### src/rtl/data_io_pkg.sv
// Shared definitions for the data_io_stream download port: IO-controller
// command codes, control FSM states and the byte-lane helper.
package data_io_pkg;

    localparam logic [7:0] UIO_FILE_TX     = 8'h53;
    localparam logic [7:0] UIO_FILE_TX_DAT = 8'h54;
    localparam logic [7:0] UIO_FILE_INDEX  = 8'h55;

    typedef enum logic [1:0] {
        IDLE,
        ACTIVE,
        FLUSH,
        DRAIN
    } state_t;

    function automatic int lane_count(input int data_w);
        return data_w / 8;
    endfunction

endpackage

### src/rtl/data_io_fifo.sv
// Synchronous FIFO holding packed {addr, data, mask} write entries.
// Push while full is taken only when a pop frees a slot the same cycle.
module data_io_fifo #(
    parameter int WIDTH = 8,
    parameter int DEPTH = 4
) (
    input  logic             clk,
    input  logic             reset_n,
    input  logic             i_flush,
    input  logic             i_push,
    input  logic [WIDTH-1:0] i_data,
    input  logic             i_pop,
    output logic [WIDTH-1:0] o_data,
    output logic             o_full,
    output logic             o_empty
);

    localparam int PTR_W = $clog2(DEPTH);

    logic [PTR_W:0]   r_wr_ptr;
    logic [PTR_W:0]   r_rd_ptr;
    logic [WIDTH-1:0] r_mem [DEPTH];
    logic             w_do_pop;
    logic             w_do_push;

    assign o_empty   = (r_wr_ptr == r_rd_ptr);
    assign o_full    = (r_wr_ptr[PTR_W] != r_rd_ptr[PTR_W]) &&
                       (r_wr_ptr[PTR_W-1:0] == r_rd_ptr[PTR_W-1:0]);
    assign w_do_pop  = i_pop && !o_empty;
    assign w_do_push = i_push && (!o_full || w_do_pop);

    // NOTE: non-blocking assignments so every flop samples pre-edge values.
    always_ff @(posedge clk or negedge reset_n) begin
        if (!reset_n) begin
            r_wr_ptr <= '0;
            r_rd_ptr <= '0;
        end else if (i_flush) begin
            r_wr_ptr <= '0;
            r_rd_ptr <= '0;
        end else begin
            if (w_do_push) r_wr_ptr <= r_wr_ptr + 1'b1;
            if (w_do_pop)  r_rd_ptr <= r_rd_ptr + 1'b1;
        end
    end

    // NOTE: storage has no reset; the pointers alone define which entries are valid.
    always_ff @(posedge clk) begin
        if (w_do_push && !i_flush) r_mem[r_wr_ptr[PTR_W-1:0]] <= i_data;
    end

    assign o_data = r_mem[r_rd_ptr[PTR_W-1:0]];

endmodule

### src/rtl/data_io_stream.sv
// IO-controller file download port: oversampled SPI receiver, command decoder,
// little-endian word packer and control FSM feeding a valid/ready write FIFO.
module data_io_stream
    import data_io_pkg::*;
#(
    parameter int ADDR_W     = 16,
    parameter int DATA_W     = 8,
    parameter int START_ADDR = 0,
    parameter int FIFO_DEPTH = 4,
    parameter int SIZE_W     = 24
) (
    input  logic                clk,
    input  logic                reset_n,
    input  logic                sck,
    input  logic                ss,
    input  logic                sdi,
    output logic                downloading,
    output logic [7:0]          index,
    output logic [SIZE_W-1:0]   size,
    output logic                wr_valid,
    input  logic                wr_ready,
    output logic [ADDR_W-1:0]   wr_addr,
    output logic [DATA_W-1:0]   wr_data,
    output logic [DATA_W/8-1:0] wr_mask,
    output logic                overflow
);

    localparam int LANES   = lane_count(DATA_W);
    localparam int LANE_W  = (LANES > 1) ? $clog2(LANES) : 1;
    localparam int ENTRY_W = ADDR_W + DATA_W + LANES;
    localparam logic [ADDR_W-1:0] START = ADDR_W'(START_ADDR);

    logic [1:0]         r_rst_pipe;
    logic               w_rst_n;
    logic [1:0]         r_sck_sync;
    logic [1:0]         r_ss_sync;
    logic [1:0]         r_sdi_sync;
    logic               r_sck_d;
    logic               w_sample;
    logic [7:0]         w_byte;
    logic [2:0]         r_bit_cnt;
    logic [6:0]         r_shift;
    logic               r_cmd_done;
    logic [7:0]         r_cmd;
    logic               r_byte_stb;
    logic [7:0]         r_byte;
    state_t             r_state;
    state_t             w_state_nx;
    logic               w_start;
    logic               w_end;
    logic               w_dat;
    logic               w_index_wr;
    logic               w_flush_push;
    logic               w_word_push;
    logic               w_push;
    logic               w_pop;
    logic [LANE_W-1:0]  r_lane;
    logic [DATA_W-1:0]  r_pack_data;
    logic [DATA_W-1:0]  w_word_data;
    logic [LANES-1:0]   w_flush_mask;
    logic [ADDR_W-1:0]  r_addr;
    logic [SIZE_W-1:0]  r_size;
    logic               r_overflow;
    logic [7:0]         r_index;
    logic [ENTRY_W-1:0] w_push_entry;
    logic [ENTRY_W-1:0] w_head;
    logic [ADDR_W-1:0]  w_head_addr;
    logic [DATA_W-1:0]  w_head_data;
    logic [LANES-1:0]   w_head_mask;
    logic               w_fifo_full;
    logic               w_fifo_empty;

    // Asynchronous assertion, release aligned to clk.
    always_ff @(posedge clk or negedge reset_n) begin
        if (!reset_n) r_rst_pipe <= 2'b00;
        else          r_rst_pipe <= {r_rst_pipe[0], 1'b1};
    end
    assign w_rst_n = r_rst_pipe[1];

    always_ff @(posedge clk or negedge w_rst_n) begin
        if (!w_rst_n) begin
            r_sck_sync <= 2'b00;
            r_ss_sync  <= 2'b11;
            r_sdi_sync <= 2'b00;
            r_sck_d    <= 1'b0;
        end else begin
            r_sck_sync <= {r_sck_sync[0], sck};
            r_ss_sync  <= {r_ss_sync[0], ss};
            r_sdi_sync <= {r_sdi_sync[0], sdi};
            r_sck_d    <= r_sck_sync[1];
        end
    end

    assign w_sample = r_sck_sync[1] && !r_sck_d && !r_ss_sync[1];
    assign w_byte   = {r_shift, r_sdi_sync[1]};

    // First byte of a frame is the command; every later byte is a parameter strobe.
    always_ff @(posedge clk or negedge w_rst_n) begin
        if (!w_rst_n) begin
            r_bit_cnt  <= '0;
            r_shift    <= '0;
            r_cmd_done <= 1'b0;
            r_cmd      <= '0;
            r_byte_stb <= 1'b0;
            r_byte     <= '0;
        end else begin
            r_byte_stb <= 1'b0;
            if (r_ss_sync[1]) begin
                r_bit_cnt  <= '0;
                r_cmd_done <= 1'b0;
                r_cmd      <= '0;
            end else if (w_sample) begin
                r_shift   <= w_byte[6:0];
                r_bit_cnt <= r_bit_cnt + 1'b1;
                if (r_bit_cnt == 3'd7) begin
                    if (r_cmd_done) begin
                        r_byte_stb <= 1'b1;
                        r_byte     <= w_byte;
                    end else begin
                        r_cmd      <= w_byte;
                        r_cmd_done <= 1'b1;
                    end
                end
            end
        end
    end

    assign w_start    = r_byte_stb && (r_cmd == UIO_FILE_TX) && r_byte[0];
    assign w_end      = r_byte_stb && (r_cmd == UIO_FILE_TX) && !r_byte[0];
    assign w_dat      = r_byte_stb && (r_cmd == UIO_FILE_TX_DAT) && (r_state == ACTIVE);
    assign w_index_wr = r_byte_stb && (r_cmd == UIO_FILE_INDEX) && (r_state == IDLE);

    always_ff @(posedge clk or negedge w_rst_n) begin
        if (!w_rst_n) r_state <= IDLE;
        else          r_state <= w_state_nx;
    end

    // NOTE: defaults first so no path leaves a signal unassigned (no latch inferred).
    always_comb begin
        w_state_nx   = r_state;
        w_flush_push = 1'b0;
        case (r_state)
            ACTIVE: if (w_end) w_state_nx = (r_lane != '0) ? FLUSH : DRAIN;
            FLUSH: begin
                w_flush_push = 1'b1;
                w_state_nx   = DRAIN;
            end
            DRAIN:  if (w_fifo_empty) w_state_nx = IDLE;
            default: w_state_nx = r_state;
        endcase
        if (w_start) begin
            w_state_nx   = ACTIVE;
            w_flush_push = 1'b0;
        end
    end

    always_comb begin
        w_word_data = r_pack_data | (DATA_W'(r_byte) << (8 * r_lane));
        for (int i = 0; i < LANES; i++) w_flush_mask[i] = (i < int'(r_lane));
    end

    assign w_word_push  = w_dat && (r_lane == LANE_W'(LANES - 1));
    assign w_push       = w_word_push || w_flush_push;
    assign w_push_entry = w_flush_push ? {r_addr, r_pack_data, w_flush_mask}
                                       : {r_addr, w_word_data, {LANES{1'b1}}};
    assign w_pop        = wr_valid && wr_ready;

    always_ff @(posedge clk or negedge w_rst_n) begin
        if (!w_rst_n) begin
            r_lane      <= '0;
            r_pack_data <= '0;
            r_addr      <= START;
            r_size      <= '0;
            r_overflow  <= 1'b0;
            r_index     <= '0;
        end else begin
            if (w_index_wr) r_index <= r_byte;
            if (w_start) begin
                r_lane      <= '0;
                r_pack_data <= '0;
                r_addr      <= START;
                r_size      <= '0;
                r_overflow  <= 1'b0;
            end else begin
                if (w_dat) begin
                    if (r_size != '1) r_size <= r_size + 1'b1;
                    if (w_word_push) begin
                        r_lane      <= '0;
                        r_pack_data <= '0;
                    end else begin
                        r_lane      <= r_lane + 1'b1;
                        r_pack_data <= w_word_data;
                    end
                end
                if (w_flush_push) begin
                    r_lane      <= '0;
                    r_pack_data <= '0;
                end
                // A dropped word still consumes its address.
                if (w_push) r_addr <= r_addr + 1'b1;
                if (w_push && w_fifo_full && !w_pop) r_overflow <= 1'b1;
            end
        end
    end

    data_io_fifo #(
        .WIDTH (ENTRY_W),
        .DEPTH (FIFO_DEPTH)
    ) u_fifo (
        .clk     (clk),
        .reset_n (w_rst_n),
        .i_flush (w_start && downloading),
        .i_push  (w_push),
        .i_data  (w_push_entry),
        .i_pop   (wr_ready),
        .o_data  (w_head),
        .o_full  (w_fifo_full),
        .o_empty (w_fifo_empty)
    );

    assign {w_head_addr, w_head_data, w_head_mask} = w_head;

    assign downloading = (r_state != IDLE);
    assign index       = r_index;
    assign size        = r_size;
    assign overflow    = r_overflow;
    assign wr_valid    = !w_fifo_empty;
    assign wr_addr     = wr_valid ? w_head_addr : START;
    assign wr_data     = wr_valid ? w_head_data : '0;
    assign wr_mask     = wr_valid ? w_head_mask : '0;

endmodule

### config.mk
export PLATFORM = sky130hd
export DESIGN_NAME = data_io_stream
export DESIGN_NICKNAME = d
export VERILOG_FILES = /design/src/rtl/data_io_pkg.sv /design/src/rtl/data_io_fifo.sv /design/src/rtl/data_io_stream.sv
export SDC_FILE = /design/constraint.sdc
export NUM_CORES = 1
export LEC_CHECK = 0
export CAP_MARGIN = 20
export CORE_MARGIN = 3
export CORE_UTILIZATION = 45
export CTS_BUF_LIST = sky130_fd_sc_hd__clkbuf_8
export DETAILED_ROUTE_END_ITERATION = 10
export PLACE_DENSITY_LB_ADDON = 0.25
export REMOVE_ABC_BUFFERS = 1
export SKIP_LAST_GASP = 1
export SYNTH_ARGS = -nofsm -noshare
export SYNTH_HDL_FRONTEND = slang
export SYNTH_SLANG_ARGS = --single-unit
### constraint.sdc
create_clock -name clk -period 5.11 [get_ports clk]
set_clock_uncertainty 0.15 [all_clocks]
set_input_delay 1.022 -clock clk [delete_from_list [all_inputs] [get_ports clk]]
set_output_delay 1.022 -clock clk [all_outputs]
set_load 0.01 [all_outputs]
==> results of run 1 <==
==> worst max path at each step <==
stage / startpoint / endpoint / slack, ns / cells after the start
after floorplan: u_fifo.r_rd_ptr[0] / wr_addr[0] / 1.68 / 3
after global placement: u_fifo.r_rd_ptr[1] / wr_addr[2] / 1.35 / 5
after detailed placement: u_fifo.r_rd_ptr[1] / wr_addr[9] / 1.27 / 5
after CTS: u_fifo.r_rd_ptr[1] / wr_addr[9] / 0.70 / 5
after global routing: u_fifo.r_rd_ptr[1] / wr_addr[3] / 0.49 / 5
final: u_fifo.r_rd_ptr[1] / wr_addr[9] / 0.90 / 5
==> cells by family (layout without fill, tap and decap cells) <==
logic type,Yosys count,in the layout,share of synthesized area (%)
AOI/OAI and AO/OA,99,99,6.96
xor gates and xnor gates,17,17,1.73
adders and majority gates,9,9,1.31
buffers and inverters,29,144,1.38
DFF,203,203,64.8
muxes,55,55,10.4
other,1,1,0.0435
and+or+nand+nor,208,208,13.4
==> layer usage <==
layer	vias up	global-route usage, %
met5	-	0
met3	37	4.33
met4	0	5.60
met2	129	28.5
li1	2515	-
met1	2643	21.3
==> critical path: cells and delay by family (launching register included) <==
kind | cells | cell delay [ns]
buffers and inverters | 2 | 0.75
flip-flops | 1 | 0.36
XOR/XNOR | 1 | 0.30
AND/OR/NAND/NOR | 2 | 1.11
==> cell usage in the layout (no fill, tap or decap), drive strengths merged, types with 5 or more instances in the layout <==
| cell type | netlist | final |
|---|---|---|
| a211oi | 6 | 6 |
| a21o | 11 | 11 |
| a21oi | 37 | 37 |
| and2 | 28 | 28 |
| and3 | 8 | 8 |
| and4 | 5 | 5 |
| buf | 8 | 11 |
| clkbuf | 15 | 42 |
| clkdlybuf4s50 | 0 | 65 |
| clkinv | 0 | 6 |
| dfrtp | 101 | 101 |
| edfxtp | 100 | 100 |
| ha | 9 | 9 |
| inv | 6 | 19 |
| mux2 | 23 | 23 |
| mux2i | 7 | 7 |
| mux4 | 25 | 25 |
| nand2 | 43 | 43 |
| nand2b | 15 | 15 |
| nand3 | 16 | 16 |
| nand4 | 9 | 9 |
| nor2 | 36 | 36 |
| nor2b | 5 | 5 |
| nor3 | 10 | 10 |
| o21ai | 25 | 25 |
| o31ai | 7 | 7 |
| or3 | 15 | 15 |
| or4 | 6 | 6 |
| xnor2 | 15 | 15 |
==> flip-flops by register name, summed over array words and instances (netlist names), 3 cells and up <==
| signal | cells |
|---|---|
| size | 24 |
| r_shift | 7 |
| u_fifo.r_wr_ptr | 3 |
| r_cmd | 8 |
| u_fifo.r_mem | 100 |
| r_bit_cnt | 3 |
| r_addr | 16 |
| r_byte | 8 |
| r_pack_data | 8 |
| u_fifo.r_rd_ptr | 3 |
| index | 8 |
==> power by group <==
part	switching, mW	internal, mW
clock	0.616	0.745
sequential	0.122	1.87
combinational	0.590	0.730
total	1.33	3.35
==> synth_stat cells (2+ instances only) <==
cell,number
dfrtp_1,101
edfxtp_1,100
nand2_1,42
a21oi_1,37
nor2_1,36
and2_1,28
mux4_2,25
o21ai_0,24
mux2_2,23
nand3_1,16
clkbuf_1,15
nand2b_1,15
xnor2_1,15
or3_1,14
a21o_1,11
nor3_1,10
ha_1,9
and3_1,8
buf_2,8
nand4_1,8
mux2i_1,7
o31ai_1,7
a211oi_1,6
inv_1,6
or4_1,6
and4_1,5
nor2b_1,5
a2111oi_0,4
a31oi_1,2
and4bb_2,2
dfstp_2,2
nand4bb_1,2
or4b_1,2
xor2_1,2
==> area by class of cell <==
| type | count | area share [%] |
|---|---|---|
| Clock buffer | 42 | 5.66 |
| Inverter | 6 | 0.220 |
| Tap cell | 229 | 2.80 |
| Sequential cell | 203 | 54.7 |
| Timing Repair Buffer | 76 | 7.18 |
| Multi-Input combinational cell | 389 | 28.6 |
| Clock inverter | 20 | 0.845 |
==> qor.txt, run 1 <==
status - finished, final reports clean
top routing layer in use - met4
CTS max path bufs - 3
TritonCTS clock tree - done
Netlist Area Pre-Place - 0.00861 mm²
# hold bufs at CTS - 0
Root Buffer - clkbuf_8
RR Endpoint - u_fifo.r_mem[3][11]
syn avg cell area - 13.9 µm²
slowest CP cell - nand3_1
register area - 0.00559 mm²
DR pass1 iterations - 4
synth top area cells - edfxtp_1 35%, dfrtp_1 29%, mux4_2 6.5%
vias in the first global route - 5,551
total clock sinks - 203
pwr dens - 458 mW/mm²
reg-to-reg critical path startpoint - r_state[1]
area grow syn2layout - 18.6%
cells after synthesis - 621
area of the multi-input gates - 0.00292 mm²
ANT nets after route - 0
Worst R2R Setup Slack - 1.86 ns
max frequency - 237 MHz
met2 routed WL - 8360 µm
share of cells above drive strength 1 - 15.9%
Rel. slew slack - 39.4%
fin area - 0.0102 mm²
Tmin final - 4.21 ns
Post-CTS Setup Bufs - 0
GRT Util Overall - 16.8%
Worst setup EP type - output pin
worst slew pin tran - 0.907 ns
Power Total - 4.68 mW
Critical Path Source Type - register
clk slew on worst S/H paths - 0.06 ns
setup violators final - 0
initial antenna violation count - 0
Max VDD drop - 0.182 mV
R2R cell count - 5
CTS H-tree depth - 2
Max-Cap Viols - 0
fin nets - 726
pre-CTS setup slack - 1.27 ns
Post-Route WL - 16,900 µm
final std cells w/o fill - 965
sequential element share of the synthesized area - 64.8%
GPL Wtd Cong - 0.788
routed len/inst - 17.5 µm
WP data arrival - 3.04 ns
antenna cells - 0
fin util - 55.5%
Hold Fails Final Rpt - 0
Die Ht - 144 µm
DRT iter0 DRCs - 304
post-CTS sizing - 0
largest net degree at the start of global routing - 67
row count - 49
M1 WL - 7280 µm
routed wl met3 - 871 µm
Placeable Area - 0.0184 mm²
share of the synthesized area in the top cell type - 34.9%
Main synth FF type - dfrtp_1
max-slew violations - 0
yosys warns - 0
Synth cell types - 52
# DRC - 0
Post-synth EDFFs - 100
first-pass GRT wire length - 27,800 µm
dpl cell area - 0.00954 mm²
CTS buffer count - 35
Hold Slack - 0.125 ns
worst-path maximum fanout - 28
die area - 0.0208 mm²
vias per inst - 5.52
CP Data Required Time - 3.94 ns
CP Cell Sequence - buf_4 -> xnor2_1 -> nand3_1 -> and2_1 -> clkdlybuf4s50_1
#FFs+latches synth - 203
Remaining Overflow, GRT - 0
Detail Placement HPWL - 10,700 µm
Crit Path Category - reg2out
Critical Path Max Stage Delay - 0.70 ns
dpl cells - 902
setup_tns - 0 ns
Initial Util - 46.8%
Worst-Skew Late Latency - 0.52 ns
static leakage - 4.03 nW
Die W - 144 µm
Post-synth ARST share - 50.7%
worst hold path class - reg2async
via count - 5,324
I/O Buffers - 65
Fillers - 1,513
Final Cycle Share - 82.5%
final setup margin - 0.895 ns
post-synth top area cell - edfxtp_1
unrepaired setup endpoints after global routing - false
top-level port count - 66
Note: power is estimated with default switching activity, not from simulation.
==> run 2: changes to the inputs <==
clock period = 4.12 ns   (was 5.11 ns; I/O delays follow)
==> qor.txt, run 2 (same netlist as run 1, synthesis figures left out) <==
die area - 0.0208 mm² (unchanged)
Post-Route WL - 17,600 µm (+4.3%)
TritonCTS clock tree - done
max-slew violations - 0 (unchanged)
Initial Util - 46.8% (unchanged)
Placeable Area - 0.0184 mm² (unchanged)
worst-path maximum fanout - 19 (-32%)
largest net degree at the start of global routing - 80 (+19%)
via count - 5,394 (+1.3%)
Max VDD drop - 0.267 mV (+47%)
Rel. slew slack - 41.2% (+1.8 points)
CTS max path bufs - 3 (unchanged)
CP Data Required Time - 3.15 ns (-0.79 ns)
Worst setup EP type - output pin
WP data arrival - 2.70 ns (-0.34 ns)
GRT Util Overall - 17.4% (+0.53 points)
pre-CTS setup slack - 0.948 ns (-0.326 ns)
Worst-Skew Late Latency - 0.50 ns (-0.02 ns)
DRT iter0 DRCs - 376 (+24%)
Post-CTS Setup Bufs - 0 (unchanged)
post-CTS sizing - 0 (unchanged)
Detail Placement HPWL - 11,100 µm (+3.7%)
final setup margin - 0.444 ns (-0.452 ns)
most frequent cells in the layout - 100 x dfrtp_1, 100 x edfxtp_1, 65 x clkdlybuf4s50_1, 44 x clkbuf_8, 42 x nand2_1
worst slew pin tran - 0.875 ns (-0.0314 ns)
first-pass GRT wire length - 28,500 µm (+2.4%)
area grow syn2layout - 20.1%
setup violators final - 0 (unchanged)
Critical Path Max Stage Delay - 0.74 ns (+0.04 ns)
pwr dens - 576 mW/mm² (+26%)
ANT nets after route - 0 (unchanged)
top-level port count - 66 (unchanged)
unrepaired setup endpoints after global routing - false
worst hold path class - reg2async
# hold bufs at CTS - 0 (unchanged)
max reg flops - 100 (unchanged)
Final Cycle Share - 89.2%
antenna cells - 0 (unchanged)
CP Cell Sequence - buf_12 -> mux4_2 -> and2_1 -> clkdlybuf4s50_1
# DRC - 0 (unchanged)
Hold Fails Final Rpt - 0 (unchanged)
status - finished, final reports clean
Remaining Overflow, GRT - 0 (unchanged)
slowest CP cell - dfrtp_1
CTS buffer count - 35 (unchanged)
routed len/inst - 18.1 µm (+3.9%)
setup_tns - 0 ns (unchanged)
total clock sinks - 203 (unchanged)
Tmin final - 3.68 ns
static leakage - 4.08 nW (+1.4%)
Hold Slack - 0.0476 ns (-0.0776 ns)
CTS H-tree depth - 2 (unchanged)
vias per inst - 5.57 (+0.90%)
Critical Path Source Type - register
Crit Path Category - reg2out
initial antenna violation count - 0 (unchanged)
GPL Wtd Cong - 0.805 (+2.2%)
fin nets - 730 (+0.55%)
max frequency - 272 MHz
row count - 49 (unchanged)
Max-Cap Viols - 0 (unchanged)
vias in the first global route - 5,642 (+1.6%)
DR pass1 iterations - 6 (+2)
share of cells above drive strength 1 - 16.5% (+0.59 points)
Root Buffer - clkbuf_8
I/O Buffers - 65 (unchanged)
Die W - 144 µm (unchanged)
clk slew on worst S/H paths - 0.06 ns (about the same)
Die Ht - 144 µm (unchanged)
[run 2: changes by cell type in the layout (fill, tap and decap cells not counted)]
cell       delta
clkinv_2      -1
buf_12        +3
clkinv_1      -3
inv_1         +2
bufinv_16     +1
inv_6         -1
clkbuf_8      +2
buf_16        +1
[run 2: final cells by class]
| class | instances | area [µm²] |
|---|---|---|
| inverters | 6 | 22.5 |
| flip-flops and latches | 203 | 5590 |
| repair buffers | 80 | 821 |
| multi-input cells | 389 | 2920 |
| fillers | 1463 | 8050 |
| clock buffers | 44 | 606 |
| clock inverters | 18 | 98.8 |
| well taps | 229 | 287 |
[run 2: path summary, 6_finish.rpt]
kind,start,end,slack [ns],cells after the start
min reg2reg,r_rst_pipe[1],size[3],0.05,0
max reg2reg,r_state[1],u_fifo.r_mem[3][21],1.18,6
min in group clk,r_sck_sync[0],r_sck_sync[1],0.20,0
max in group asynchronous,r_rst_pipe[1],r_cmd[1],2.83,2
max,u_fifo.r_rd_ptr[0],wr_addr[1],0.44,4
min,r_rst_pipe[1],size[3],0.05,0
[run 2: power by group]
| group | internal (mW) | switching, mW |
|---|---|---|
| clock | 1.02 | 0.762 |
| sequential | 2.32 | 0.182 |
| combinational | 0.937 | 0.731 |
| total | 4.28 | 1.67 |
[run 2: worst max-delay path, delay by kind of cell (launching register included)]
kind / cells / cell delay, ns
and+or+nand+nor: 1 / 0.16
DFF: 1 / 0.74
muxes: 1 / 0.52
buffers and inverters: 2 / 0.76
[run 2: per-stage QoR]
stage / instance area (µm²) / power [mW] / utilization, % / std cells
after CTS: 10300 / 6.04 / 56.0 / 967
after global placement: 9600 / 4.20 / 52.2 / 905
after global routing: 10300 / 6.31 / 56.2 / 969
after floorplan: 8520 / 3.44 / - / 598
after detailed placement: 9600 / 4.24 / 52.2 / 905
final: 10300 / 5.95 / 56.2 / 969
[run 2: per-layer routing]
layer	global-route usage, %	vias to the layer above	wire length [µm]
li1	-	2527	-
met1	22.2	2681	7500
met2	29.4	154	8920
met3	4.33	32	906
met4	5.35	0	261
met5	0	-	0
==> run 3: changes to the inputs <==
CORE_UTILIZATION = 30   (was 45)
==> qor.txt, run 3 (same netlist as run 1, synthesis figures left out) <==
status - finished, final reports clean
Tmin final - 3.66 ns (-0.0145 ns)
ANT nets after route - 0 (unchanged)
Flop pwr share - 42.0% (about the same)
Crit path top cell by count - buf_4
top-level port count - 66 (unchanged)
unrepaired setup endpoints after global routing - false
setup violators final - 0 (unchanged)
Post-Route WL - 18,600 µm (+5.9%)
Worst setup EP type - output pin
CTS H-tree depth - 2 (unchanged)
# DRC - 0 (unchanged)
CP Data Required Time - 3.15 ns (about the same)
area of the multi-input gates - 0.00292 mm² (unchanged)
Root Buffer - clkbuf_8
family with the most delay on the worst path - buffers and inverters
worst hold path class - reg2reg
Die Ht - 175 µm (+22%)
R2R cell count - 5 (-1)
GRT Util Overall - 12.3% (-5.1 points)
die area - 0.0308 mm² (+48%)
worst hold endpoint - r_sck_sync[1]
Comb power frac - 28.2% (+0.2 points)
Crit path buffers/inverters - 3 (+1)
CP Cell Sequence - buf_4 -> xnor2_1 -> nand3_1 -> buf_4 -> and2_1 -> clkdlybuf4s50_1
routed len/inst - 16.6 µm (-8.3%)
first-pass GRT wire length - 30,300 µm (+6.5%)
top routing layer in use - met4
DRT iter0 DRCs - 223 (-41%)
Critical Path Max Stage Delay - 0.53 ns (-0.21 ns)
Post-CTS Setup Bufs - 0 (unchanged)
Critical Path Source Type - register
Die W - 175 µm (+22%)
area grow syn2layout - 21.2%
met2 routed WL - 9180 µm (+3.0%)
M1 WL - 8160 µm (+8.8%)
routed wl met3 - 930 µm (+2.6%)
share of cells above drive strength 1 - 15.8% (-0.70 points)
largest net degree at the start of global routing - 73 (-8.8%)
# hold bufs at CTS - 0 (unchanged)
Detail Placement HPWL - 11,700 µm (+6.0%)
vias in the first global route - 5,577 (-1.2%)
register area - 0.00559 mm² (unchanged)
Initial Util - 30.7% (-16 points)
hold_sp - r_sck_sync[0]
WP data arrival - 2.69 ns (about the same)
max-slew violations - 0 (unchanged)
row count - 61 (+24%)
max reg flops - 100 (unchanged)
clk slew on worst S/H paths - 0.06 ns (about the same)
Max VDD drop - 0.229 mV (-14%)
Worst R2R Setup Slack - 1.27 ns (+0.09 ns)
Rel. slew slack - 35.7% (-5.5 points)
net switching power - 1.72 mW (+2.7%)
most frequent cells in the layout - 100 x dfrtp_1, 100 x edfxtp_1, 65 x clkdlybuf4s50_1, 42 x nand2_1, 40 x clkbuf_8
post-CTS sizing - 0 (unchanged)
reg-to-reg critical path startpoint - r_state[1]
fin area - 0.0104 mm² (+0.91%)
worst slew pin tran - 0.957 ns (+0.0821 ns)
fin nets - 730 (unchanged)
GPL Wtd Cong - 0.733 (-9.0%)
TritonCTS clock tree - done
pwr dens - 567 mW/mm² (-1.5%)
total clock sinks - 203 (unchanged)
Placeable Area - 0.0280 mm² (+52%)
Hold Fails Final Rpt - 0 (unchanged)
dpl cell area - 0.00975 mm² (+1.5%)
CTS buffer count - 37 (+5.7%)
via count - 5,412 (+0.33%)
RR Endpoint - u_fifo.r_mem[3][21]
setup_tns - 0 ns (unchanged)
Final Cycle Share - 88.9% (-0.35 points)
Max-Cap Viols - 0 (unchanged)
internal cell power - 4.20 mW (-1.9%)
Worst-Skew Late Latency - 0.53 ns (+0.03 ns)
CTS max path bufs - 3 (unchanged)
max frequency - 273 MHz (+0.40%)
DR pass1 iterations - 4 (-2)
launch point of the worst path - u_fifo.r_rd_ptr[0]
sw frac - 29.1% (+0.93 points)
clock power share - 29.8% (about the same)
Crit Path Category - reg2out
antenna cells - 0 (unchanged)
slowest CP cell - clkdlybuf4s50_1
worst-path maximum fanout - 28 (+9)
I/O Buffers - 65 (unchanged)
hold depth - 0
Fillers - 2,703 (+85%)
fin util - 37.3% (-19 points)
Remaining Overflow, GRT - 0 (unchanged)
vias per inst - 4.84 (-13%)
static leakage - 4.03 nW (-1.3%)
initial antenna violation count - 0 (unchanged)
run 3: final cells by class:
class / instances / area share [%]
sequential: 203 / 53.5
multi-input combinational: 389 / 28.0
clock inverter: 25 / 1.28
clock buffer: 40 / 5.27
tap: 378 / 4.53
inverter: 6 / 0.216
timing repair buffer: 78 / 7.17
run 3: stage by stage:
step           hold slack (ns)  std cells  setup slack, ns  total power [mW]
2_1_floorplan            0.181        598            0.887              3.44
3_3_place_gp             0.187       1053            0.981              4.20
3_5_place_dp             0.190       1053            0.915              4.24
4_1_cts                  0.202       1118            0.334              6.04
5_1_grt                  0.211       1119            0.191              6.28
6_report                 0.197       1119            0.458              5.92
run 3: worst register-to-register path, delay by kind of cell (launching register included):
| kind | cells | cell delay (ns) |
|---|---|---|
| simple gates | 4 | 1.49 |
| flops | 1 | 0.45 |
| buf+inv | 1 | 0.38 |
run 3: worst max path at each step:
stage	to	slack, ns	cells past startpoint
3_5_place_dp	wr_data[0]	0.92	6
5_1_grt	wr_data[0]	0.19	6
6_report	wr_data[0]	0.46	6
3_3_place_gp	wr_data[5]	0.98	6
2_1_floorplan	index[0]	0.89	0
4_1_cts	wr_data[0]	0.33	6
run 3: power groups by stage:
stage               clock network (mW)  registers [mW]  logic [mW]
detailed placement                   0            2.53        1.71
CTS                               1.83            2.49        1.72
global route                      1.94            2.51        1.83
finish                            1.77            2.49        1.67
global placement                     0            2.51        1.69
floorplan                            0            2.57       0.872
run 3: routing by layer:
layer	up-vias	GRT usage [%]
li1	2531	-
met1	2724	15.6
met2	122	21.1
met3	35	2.79
met4	0	3.33
met5	-	0
